<file path="config.mk">
export PLATFORM = sky130hd
export DESIGN_NAME = uart_rx
export DESIGN_NICKNAME = d
export VERILOG_FILES = /design/src/rtl/uart_rx_pkg.sv /design/src/rtl/uart_rx_sync.sv /design/src/rtl/uart_rx.sv
export SDC_FILE = /design/constraint.sdc
export NUM_CORES = 1
export LEC_CHECK = 0
export ABC_AREA = 1
export BUFFER_PORTS_ARGS = -buffer_cell sky130_fd_sc_hd__buf_2
export CAP_MARGIN = 20
export CORE_ASPECT_RATIO = 2
export CORE_MARGIN = 2
export CORE_UTILIZATION = 53
export CTS_CLUSTER_SIZE = 20
export DETAILED_ROUTE_END_ITERATION = 8
export HOLD_SLACK_MARGIN = 0.08
export PLACE_DENSITY = 0.82
export SYNTH_ARGS = -nofsm -noshare
export SYNTH_HDL_FRONTEND = slang
export SYNTH_SLANG_ARGS = --single-unit
</file>
<file path="constraint.sdc">
create_clock -name clk -period 1.27 [get_ports clk]
set_input_delay 0.254 -clock clk [delete_from_list [all_inputs] [get_ports clk]]
set_output_delay 0.254 -clock clk [all_outputs]
set_load 0.05 [all_outputs]
</file>
<file path="src/rtl/uart_rx_pkg.sv">
// Shared definitions for the UART receiver: frame width, FSM state codes and
// the width helper used to size the oversampling tick counter.
package uart_rx_pkg;

  localparam int DATA_BITS = 8;

  typedef enum logic [2:0] {
    ST_IDLE  = 3'd0,
    ST_START = 3'd1,
    ST_DATA  = 3'd2,
    ST_STOP  = 3'd3,
    ST_BREAK = 3'd4
  } rx_state_e;

  function automatic int clog2(input int value);
    int r;
    r = 0;
    for (int i = 0; i < 31; i++) begin
      if ((32'sd1 <<< i) < value) begin
        r = i + 1;
      end
    end
    return r;
  endfunction

endpackage

</file>
<file path="src/rtl/uart_rx_sync.sv">
// Two-flop synchronizer for the asynchronous RX pin; resets to the idle-high
// line level so no phantom start edge is seen after reset.
module uart_rx_sync (
  input  logic clk,
  input  logic nrst,
  input  logic rx,
  output logic rx_s
);

  logic meta_r;
  logic sync_r;

  // Two-stage metastability filter
  always_ff @(posedge clk or negedge nrst) begin
    if (!nrst) begin
      meta_r <= 1'b1;
      sync_r <= 1'b1;
    end else begin
      meta_r <= rx;
      sync_r <= meta_r;
    end
  end

  assign rx_s = sync_r;

endmodule

</file>
<file path="src/rtl/uart_rx.sv">
// UART receiver: 8N1/8N2 framing, oversampled line, mid-bit sampling aligned
// to each start edge, one-cycle valid / frame_err pulses.
module uart_rx
  import uart_rx_pkg::*;
#(
  parameter int STOP       = 1,
  parameter int OVERSAMPLE = 16
) (
  input  logic       clk,
  input  logic       nrst,
  input  logic       rx,
  output logic [7:0] data,
  output logic       valid,
  output logic       frame_err,
  output logic       busy
);

  localparam int TW = clog2(OVERSAMPLE);
  localparam logic [TW-1:0] HALF_TICK = TW'(OVERSAMPLE / 2 - 1);
  localparam logic [TW-1:0] LAST_TICK = TW'(OVERSAMPLE - 1);

  logic                 rx_s;
  rx_state_e            state_r;
  logic [TW-1:0]        tick_r;
  logic [2:0]           bit_idx_r;
  logic                 stop_idx_r;
  logic                 bad_r;
  logic                 done_r;
  logic [DATA_BITS-1:0] shift_r;
  logic [7:0]           data_r;
  logic                 valid_r;
  logic                 frame_err_r;
  logic                 busy_r;

  uart_rx_sync u_sync (
    .clk  (clk),
    .nrst (nrst),
    .rx   (rx),
    .rx_s (rx_s)
  );

  // Receive FSM with datapath; all outputs are registered here
  always_ff @(posedge clk or negedge nrst) begin
    if (!nrst) begin
      state_r     <= ST_IDLE;
      tick_r      <= '0;
      bit_idx_r   <= 3'd0;
      stop_idx_r  <= 1'b0;
      bad_r       <= 1'b0;
      done_r      <= 1'b0;
      shift_r     <= '0;
      data_r      <= 8'h00;
      valid_r     <= 1'b0;
      frame_err_r <= 1'b0;
      busy_r      <= 1'b0;
    end else begin
      valid_r     <= 1'b0;
      frame_err_r <= 1'b0;
      case (state_r)
        ST_IDLE: begin
          if (!rx_s) begin
            state_r <= ST_START;
            tick_r  <= '0;
            busy_r  <= 1'b1;
          end else begin
            busy_r  <= 1'b0;
          end
        end
        ST_START: begin
          if (tick_r == HALF_TICK) begin
            if (rx_s) begin
              state_r <= ST_IDLE;
              busy_r  <= 1'b0;
            end else begin
              tick_r    <= '0;
              bit_idx_r <= 3'd0;
              state_r   <= ST_DATA;
            end
          end else begin
            tick_r <= tick_r + 1'b1;
          end
        end
        ST_DATA: begin
          if (tick_r == LAST_TICK) begin
            tick_r  <= '0;
            shift_r <= {rx_s, shift_r[DATA_BITS-1:1]};
            if (bit_idx_r == 3'(DATA_BITS - 1)) begin
              state_r    <= ST_STOP;
              stop_idx_r <= 1'b0;
              bad_r      <= 1'b0;
              done_r     <= 1'b0;
            end else begin
              bit_idx_r <= bit_idx_r + 3'd1;
            end
          end else begin
            tick_r <= tick_r + 1'b1;
          end
        end
        ST_STOP: begin
          // The frame verdict is issued one cycle after the last stop sample
          if (done_r) begin
            done_r <= 1'b0;
            if (bad_r) begin
              frame_err_r <= 1'b1;
              state_r     <= ST_BREAK;
            end else begin
              valid_r <= 1'b1;
              data_r  <= shift_r;
              state_r <= ST_IDLE;
              busy_r  <= 1'b0;
            end
          end else if (tick_r == LAST_TICK) begin
            tick_r <= '0;
            if (!rx_s) begin
              bad_r <= 1'b1;
            end
            if (stop_idx_r == 1'(STOP - 1)) begin
              done_r <= 1'b1;
            end else begin
              stop_idx_r <= stop_idx_r + 1'b1;
            end
          end else begin
            tick_r <= tick_r + 1'b1;
          end
        end
        ST_BREAK: begin
          if (rx_s) begin
            state_r <= ST_IDLE;
            busy_r  <= 1'b0;
          end
        end
        default: begin
          state_r <= ST_IDLE;
          busy_r  <= 1'b0;
        end
      endcase
    end
  end

  assign data      = data_r;
  assign valid     = valid_r;
  assign frame_err = frame_err_r;
  assign busy      = busy_r;

endmodule

</file>
==> results by group, run 1 <==
Status
  • Run status: finished with violations
  • Failing checks: setup timing

Routing
  • Vias per cell: 5.78
  • Routed WL: 5150 um
  • Post-DRT Antenna Nets: 0
  • Number of vias in the routed layout: 1676
  • 1st-pass router iterations: 4
  • DRC: 0
  • Wire per inst: 17.8 um
  • Drt initial violations: 60

Global routing
  • Vias in the first global route: 1688
  • Total GRT Usage: 0.270
  • Initial antenna violation count: 0
  • Largest net degree at the start of global routing: 34
  • First-pass GRT wire length: 7370 um
  • GRT overflow: 0

Logic synthesis
  • Post-synth EDFFs: 0
  • Async S/R FF share, synth: 1.00
  • Synth top area share: 0.451
  • Mux cell area share after synthesis: 0
  • Yosys warns: 0
  • Top FF cell, synth: dfrtp_1
  • Xor and xnor fraction of the mapped netlist area: 0
  • Synth area leaders: dfrtp_1, nand2_1, inv_1
  • Synth cell types: 28
  • Largest family of logic cells by synthesized area: simple AND/OR/NAND/NOR gates
  • Synth Instances: 208
  • Post-Syn Area per Cell: 8.27 um^2
  • Simple-gate share of the synthesized area: 0.314
  • Largest area contributor in the netlist: dfrtp_1
  • Compound-gate portion of the synthesized area: 0.0975
  • Adder-cell area share of the yosys netlist: 0.0218
  • Synthesized flop and latch total: 33
  • Cell Area, Synth: 1720 um^2
  • Syn nets: 214
  • Seq/Total Area, Yosys: 0.481

Hold path
  • Hold crit path type: reg2reg
  • Hold Path Stages: 0

Placement
  • Final RePlAce weighted congestion: 0.894
  • Final HPWL from detailed placement: 2980 um
  • # port buffers: 13
  • Placed cell areas: 2040 um^2

Final layout
  • Layout cells sized above 1: 0.456
  • ANT cells: 0
  • NumNets Final: 264
  • Fin area: 2410 um^2
  • Layout area overhead: 40.1%

STA
  • Final hold vios: 0
  • Final min period: 1410 ps
  • Setup Skew: 11.3 ps
  • Final worst slack: -140 ps
  • RSZ-0062 raised after global routing: true
  • Final count of negative-setup-slack endpoints: 19
  • Maximum clock frequency: 709 MHz
  • Slew HR: 0.676
  • Final worst-path cycle share: 1.11
  • Worst slew pin tran: 486 ps
  • Fin. max-slew vios: 0
  • Hold Slack: 363 ps

Power
  • LEAKAGE: 1.23 nW
  • PwrDens: 1740 nW/um^2
  • Maximum VDD drop: 1180 uV

Critical path
  • CP bufs+invs: 1
  • Startpoint types: flip-flop
  • Req. time, crit path: 1450 ps
  • Crit path max-delay family: simple AND/OR/NAND/NOR gates
  • CP Max Fanout: 3
  • Max stage delay cell, worst path: dfrtp_1
  • Crit path depth: 9
  • Worst EP arrival: 1590 ps
  • R2R cell count: 9
  • Critical path start-end classification: reg2reg
  • Max incr delay on CP: 380 ps
  • Crit end category: flip-flop
  • Cell Chain, Critical Path: ha_2 > ha_4 > inv_4 > nor2_4 > nor2_4 > nor2_4 > nand2_1 > nand2_1 > nand2_1

Floorplan
  • Vert. Die Dim: 84.6 um
  • Die footprint: 3750 um^2
  • Core outline area: 3120 um^2
  • Top Ports: 14
  • Row count: 29
  • Initial Utilization: 0.551
  • Chip width: 44.3 um

Clock tree
  • # H-tree levels: 2
  • Clk Latency, worst-skew pair: 290 ps
  • CTS tree: built
  • Number of clock sinks: 33
  • CTS Buffer Depth: 2
  • Cts bufs inserted: 5
  • CTS clk-pin slew, worst paths: 80 ps
  • Root Buffer: clkbuf_8

Job
  • Max-cap violations: 0
-- placed cells by master, fill, tap and decap left out, drive strengths merged --
master / Yosys / routed
a21boi: 1 / 1
a21oi: 1 / 1
buf: 4 / 44
clkbuf: 1 / 6
clkinv: 1 / 3
clkinvlp: 0 / 1
dfrtp: 31 / 31
dfstp: 2 / 2
dlygate4sd3: 0 / 2
ha: 3 / 3
inv: 26 / 26
nand2: 68 / 69
nand3: 19 / 19
nand3b: 1 / 1
nand4: 6 / 6
nor2: 18 / 18
nor3: 2 / 2
o21ai: 22 / 22
o21bai: 2 / 2
-- cell usage after synthesis, types with 4 or more instances --
library cell,n
nand2_2,5
nand2_1,61
nor2_1,15
nand4_1,6
nand3_1,15
inv_1,23
o21ai_2,8
o21ai_0,10
o21ai_1,4
dfrtp_1,31
-- stage by stage --
| stage | power [mW] | setup WS [ps] | utilization | TNS, ps | cells |
|---|---|---|---|---|---|
| 2_1_floorplan | 2.28 | -0.976 | - | -0.976 | 208 |
| 3_3_place_gp | 2.88 | -51.7 | 0.655 | -271 | 274 |
| 3_5_place_dp | 2.92 | -88.1 | 0.655 | -733 | 274 |
| 4_1_cts | 3.82 | -76.2 | 0.714 | -361 | 286 |
| 5_1_grt | 4.42 | -200 | 0.772 | -2930 | 290 |
| 6_report | 4.19 | -140 | 0.772 | -1500 | 290 |
-- state kept, by name, summed over array words and instances, names as in the netlist, 3 cells and up --
signal and cells:
bit_idx_r 3, data 8, shift_r 8, state_r 3, tick_r 4
-- worst paths after layout --
kind                                from            to  slack, ps
min in group asynchronous           nrst  bit_idx_r[0]        510
hold / removal             u_sync.meta_r   u_sync.rx_s        360
setup reg to reg            bit_idx_r[0]    state_r[1]       -140
setup / recovery            bit_idx_r[0]    state_r[1]       -140
hold reg to reg            u_sync.meta_r   u_sync.rx_s        360
max in group asynchronous           nrst   u_sync.rx_s        420
-- area by class of cell --
type                            instances  area, um^2
Tap cell                               31        38.8
Multi-Input combinational cell        144         957
Fill cell                             200         711
Clock buffer                            5        68.8
Inverter                               27         116
Clock inverter                          3        17.5
Timing Repair Buffer                   47         379
Sequential cell                        33         832
-- cells by family (layout without fill, tap and decap cells) --
family | Yosys count | after routing
buf+inv | 32 | 82
flops | 33 | 33
compound gates | 26 | 26
simple gates | 114 | 115
fa+ha+maj | 3 | 3
-- metal layers --
metal	share of wire	up-vias	wire length [um]	GRT usage
li1	-	761	-	-
met1	0.35	828	1810	0.296
met2	0.56	68	2880	0.449
met3	0.051	19	261	0.0538
met4	0.037	0	189	0.174
met5	0	-	0	0
-- power breakdown --
group	total [mW]	internal [mW]	switching, mW
Sequential	1.38	1.19	0.191
Combinational	2.01	0.854	1.16
Clock	0.788	0.378	0.410
-- repair_timing --
item	CTS	global route
setup endpoints to repair	26	27
endpoints found under the hold margin	32	0
gates cloned	1	1
gates resized for setup	21	36
pin swaps	5	14
buffers inserted	1	3
hold buffers	2	0
No activity file was read; power rests on OpenSTA's default activity.
==> run 2: changes to the inputs <==
--- a/config.mk
+++ b/config.mk
@@ -5,16 +5,15 @@
 export SDC_FILE = /design/constraint.sdc
 export NUM_CORES = 1
 export LEC_CHECK = 0
-export ABC_AREA = 1
 export BUFFER_PORTS_ARGS = -buffer_cell sky130_fd_sc_hd__buf_2
 export CAP_MARGIN = 20
 export CORE_ASPECT_RATIO = 2
 export CORE_MARGIN = 2
-export CORE_UTILIZATION = 53
+export CORE_UTILIZATION = 51
 export CTS_CLUSTER_SIZE = 20
 export DETAILED_ROUTE_END_ITERATION = 8
 export HOLD_SLACK_MARGIN = 0.08
-export PLACE_DENSITY = 0.82
+export PLACE_DENSITY = 0.8
 export SYNTH_ARGS = -nofsm -noshare
 export SYNTH_HDL_FRONTEND = slang
 export SYNTH_SLANG_ARGS = --single-unit
==> run 2 against run 1 <==
  * The flow still finishes with violations (setup timing)
  * First-iteration DRC count fell by 6.7%
  * Synthesized area fell by 14%
  * Clock power rose by 32%
  * Clock skew fell by 2.3 ps
  * Hold slack improved by 7.8 ps
  * Cell area rose by 0.26%
  * Non-clock buffer count rose by 16
  * Final cell count fell by 25%
  * Flip-flop and latch count did not move
  * Register-to-register slack got worse by 380 ps
  * Total power rose by 0.60%
  * Setup slack got worse by 380 ps
  * Critical endpoint is now bit_idx_r[1]
  * Highest routed layer unchanged
==> results by group, run 2 <==
Logic synthesis
  • Synth top area share: 0.524 (+0.0732)
  • Synth Instances: 121 (-42%)
  • Post-synth EDFFs: 0 (unchanged)
  • Post-Syn Area per Cell: 12.2 um^2 (+48%)
  • Synth area leaders: dfrtp_1, mux2_1, dfstp_2
  • Synth top cells by count: dfrtp_1, mux2_1, nand2_1
  • Syn nets: 127 (-41%)
  • Async S/R FF share, synth: 1.00 (unchanged)
  • Seq/Total Area, Yosys: 0.560 (+0.0781)
  • Largest area contributor in the netlist: dfrtp_1
  • Count leader, synth: dfrtp_1
  • Synthesized flop and latch total: 33 (unchanged)
  • Synth cell types: 37 (+32%)
  • Top FF cell, synth: dfrtp_1
  • Yosys warns: 0 (unchanged)
  • Cell Area, Synth: 1480 um^2 (-14%)

Status
  • Run status: finished with violations
  • Failing checks: setup timing

Clock tree
  • CTS clk-pin slew, worst paths: 70 ps (about the same)
  • Number of clock sinks: 33 (unchanged)
  • Cts bufs inserted: 5 (unchanged)
  • CTS tree: built
  • Root Buffer: clkbuf_8
  • Clk Latency, worst-skew pair: 290 ps (about the same)
  • CTS Buffer Depth: 2 (unchanged)
  • # H-tree levels: 2 (unchanged)

STA
  • Final worst slack: -520 ps (-379 ps)
  • Maximum clock frequency: 559 MHz (-21%)
  • Fin. max-slew vios: 0 (unchanged)
  • Slew HR: 0.722 (+0.0461)
  • Setup Skew: 8.99 ps (-2.29 ps)
  • Final hold vios: 0 (unchanged)
  • Final min period: 1790 ps (+379 ps)
  • Final worst-path cycle share: 1.41 (+0.299)
  • RSZ-0062 raised after global routing: true
  • Final count of negative-setup-slack endpoints: 28 (+9)
  • Hold Slack: 371 ps (+7.83 ps)
  • Worst slew pin tran: 417 ps (-68.6 ps)

Floorplan
  • Initial Utilization: 0.534 (-0.0170)
  • Core outline area: 2770 um^2 (-11%)
  • Row count: 27 (-6.9%)
  • Top Ports: 14 (unchanged)
  • Die footprint: 3380 um^2 (-9.9%)
  • Vert. Die Dim: 80.2 um (-5.2%)
  • Chip width: 42.1 um (-4.9%)

Critical path
  • Max stage delay cell, worst path: or3_4
  • Max incr delay on CP: 420 ps (+40 ps)
  • Worst EP arrival: 1980 ps (+390 ps)
  • Req. time, crit path: 1460 ps (about the same)
  • CP Max Fanout: 4 (+1)
  • CP bufs+invs: 1 (unchanged)
  • Crit end category: flip-flop
  • Critical path start-end classification: reg2reg
  • Cell Chain, Critical Path: ha_4 > nand3_2 > or3_4 > a21oi_4 > buf_4 > mux2i_1
  • Startpoint types: flip-flop
  • Crit path max-delay family: simple AND/OR/NAND/NOR gates

Global routing
  • Vias in the first global route: 1421 (-16%)
  • First-pass GRT wire length: 7470 um (+1.4%)
  • GRT overflow: 0 (unchanged)
  • Initial antenna violation count: 0 (unchanged)
  • Largest net degree at the start of global routing: 34 (unchanged)
  • Total GRT Usage: 0.317 (+0.0475)

Final layout
  • Layout cells sized above 1: 0.681 (+0.225)
  • NumNets Final: 193 (-27%)
  • Fin area: 2420 um^2 (+0.26%)
  • Layout area overhead: 63.2%
  • ANT cells: 0 (unchanged)
  • Commonest non-fill, non-tap cell in the layout: buf_4
  • Most frequent cells in the layout: buf_4, dfrtp_1, mux2_4, buf_2, buf_6

Routing
  • Routed WL: 5360 um (+4.2%)
  • Drt initial violations: 56 (-6.7%)
  • 1st-pass router iterations: 4 (unchanged)
  • Number of vias in the routed layout: 1351 (-19%)
  • DRC: 0 (unchanged)
  • Wire per inst: 24.7 um (+39%)
  • Vias per cell: 6.23 (+7.7%)
  • Post-DRT Antenna Nets: 0 (unchanged)

Power
  • LEAKAGE: 1.20 nW (-2.9%)
  • PwrDens: 1740 nW/um^2 (+0.34%)
  • Maximum VDD drop: 1560 uV (+31%)

Placement
  • Final RePlAce weighted congestion: 0.818 (-8.5%)
  • # port buffers: 13 (unchanged)
  • DP Worst Slack: -429 ps (-341 ps)
  • Placed cell areas: 1860 um^2 (-8.9%)
  • Final HPWL from detailed placement: 2730 um (-8.5%)

Hold path
  • Hold crit path type: reg2reg

Job
  • Max-cap violations: 0 (unchanged)
==> run 2: cell count changes in the layout (fill, tap and decap cells not counted), moves of 7 or more <==
cell     previous run  this run
buf_4              26        35
buf_6               3        13
inv_1              17         4
inv_2               7         0
mux2_4              0        18
nand2_1            54         5
nand2_2             8         0
o21ai_2             8         1
==> run 2: layout make-up <==
type / instances / area [um^2]
Timing Repair Buffer: 63 / 494
Clock inverter: 1 / 30.0
Multi-Input combinational cell: 80 / 921
Tap cell: 29 / 36.3
Fill cell: 131 / 354
Sequential cell: 33 / 833
Clock buffer: 7 / 86.3
Inverter: 4 / 15.0
==> run 2: cells by family after synthesis <==
| group | after synthesis | synth area share |
|---|---|---|
| fa+ha+maj | 3 | 0.0254 |
| flops | 33 | 0.560 |
| compound gates | 24 | 0.117 |
| simple gates | 33 | 0.124 |
| buf+inv | 8 | 0.0211 |
| mux | 20 | 0.153 |
==> run 2: final timing paths <==
path / endpoint / depth (start not counted) / from / slack, ps
max in group asynchronous: u_sync.meta_r / 3 / nrst / 420
min reg2reg: u_sync.rx_s / 0 / u_sync.meta_r / 370
min: u_sync.rx_s / 0 / u_sync.meta_r / 370
max: bit_idx_r[1] / 6 / tick_r[0] / -520
max reg2reg: bit_idx_r[1] / 6 / tick_r[0] / -520
min in group asynchronous: data[4] / 3 / nrst / 520
==> run 2: power breakdown <==
| group | switching (mW) | total (mW) | internal, mW |
|---|---|---|---|
| Combinational | 0.872 | 1.84 | 0.969 |
| Sequential | 0.149 | 1.33 | 1.18 |
| Clock | 0.400 | 1.04 | 0.640 |
==> run 2: metrics by stage <==
step	utilization	power, mW	instances	TNS (ps)
after floorplan	-	1.88	121	-2530
after global placement	0.672	2.36	189	-4810
after detailed placement	0.672	2.45	189	-6250
after CTS	0.821	3.83	211	-5520
after global routing	0.872	4.36	217	-7880
final	0.872	4.21	217	-6910
==> run 2: layer usage <==
layer | part of all wire | global-route usage | up-vias
met5 | 0 | 0 | -
met4 | 0.055 | 0.166 | 0
met3 | 0.042 | 0.0584 | 25
met2 | 0.54 | 0.581 | 69
met1 | 0.36 | 0.336 | 687
li1 | - | - | 570
==> run 2: repair_timing <==
item	4_1_cts	5_1_grt
endpoints found under the hold margin	32	0
buffers inserted	11	9
hold buffers	2	0
pin swaps	17	16
endpoints found under the setup margin	28	29
gates cloned	1	0
resized for setup	43	30
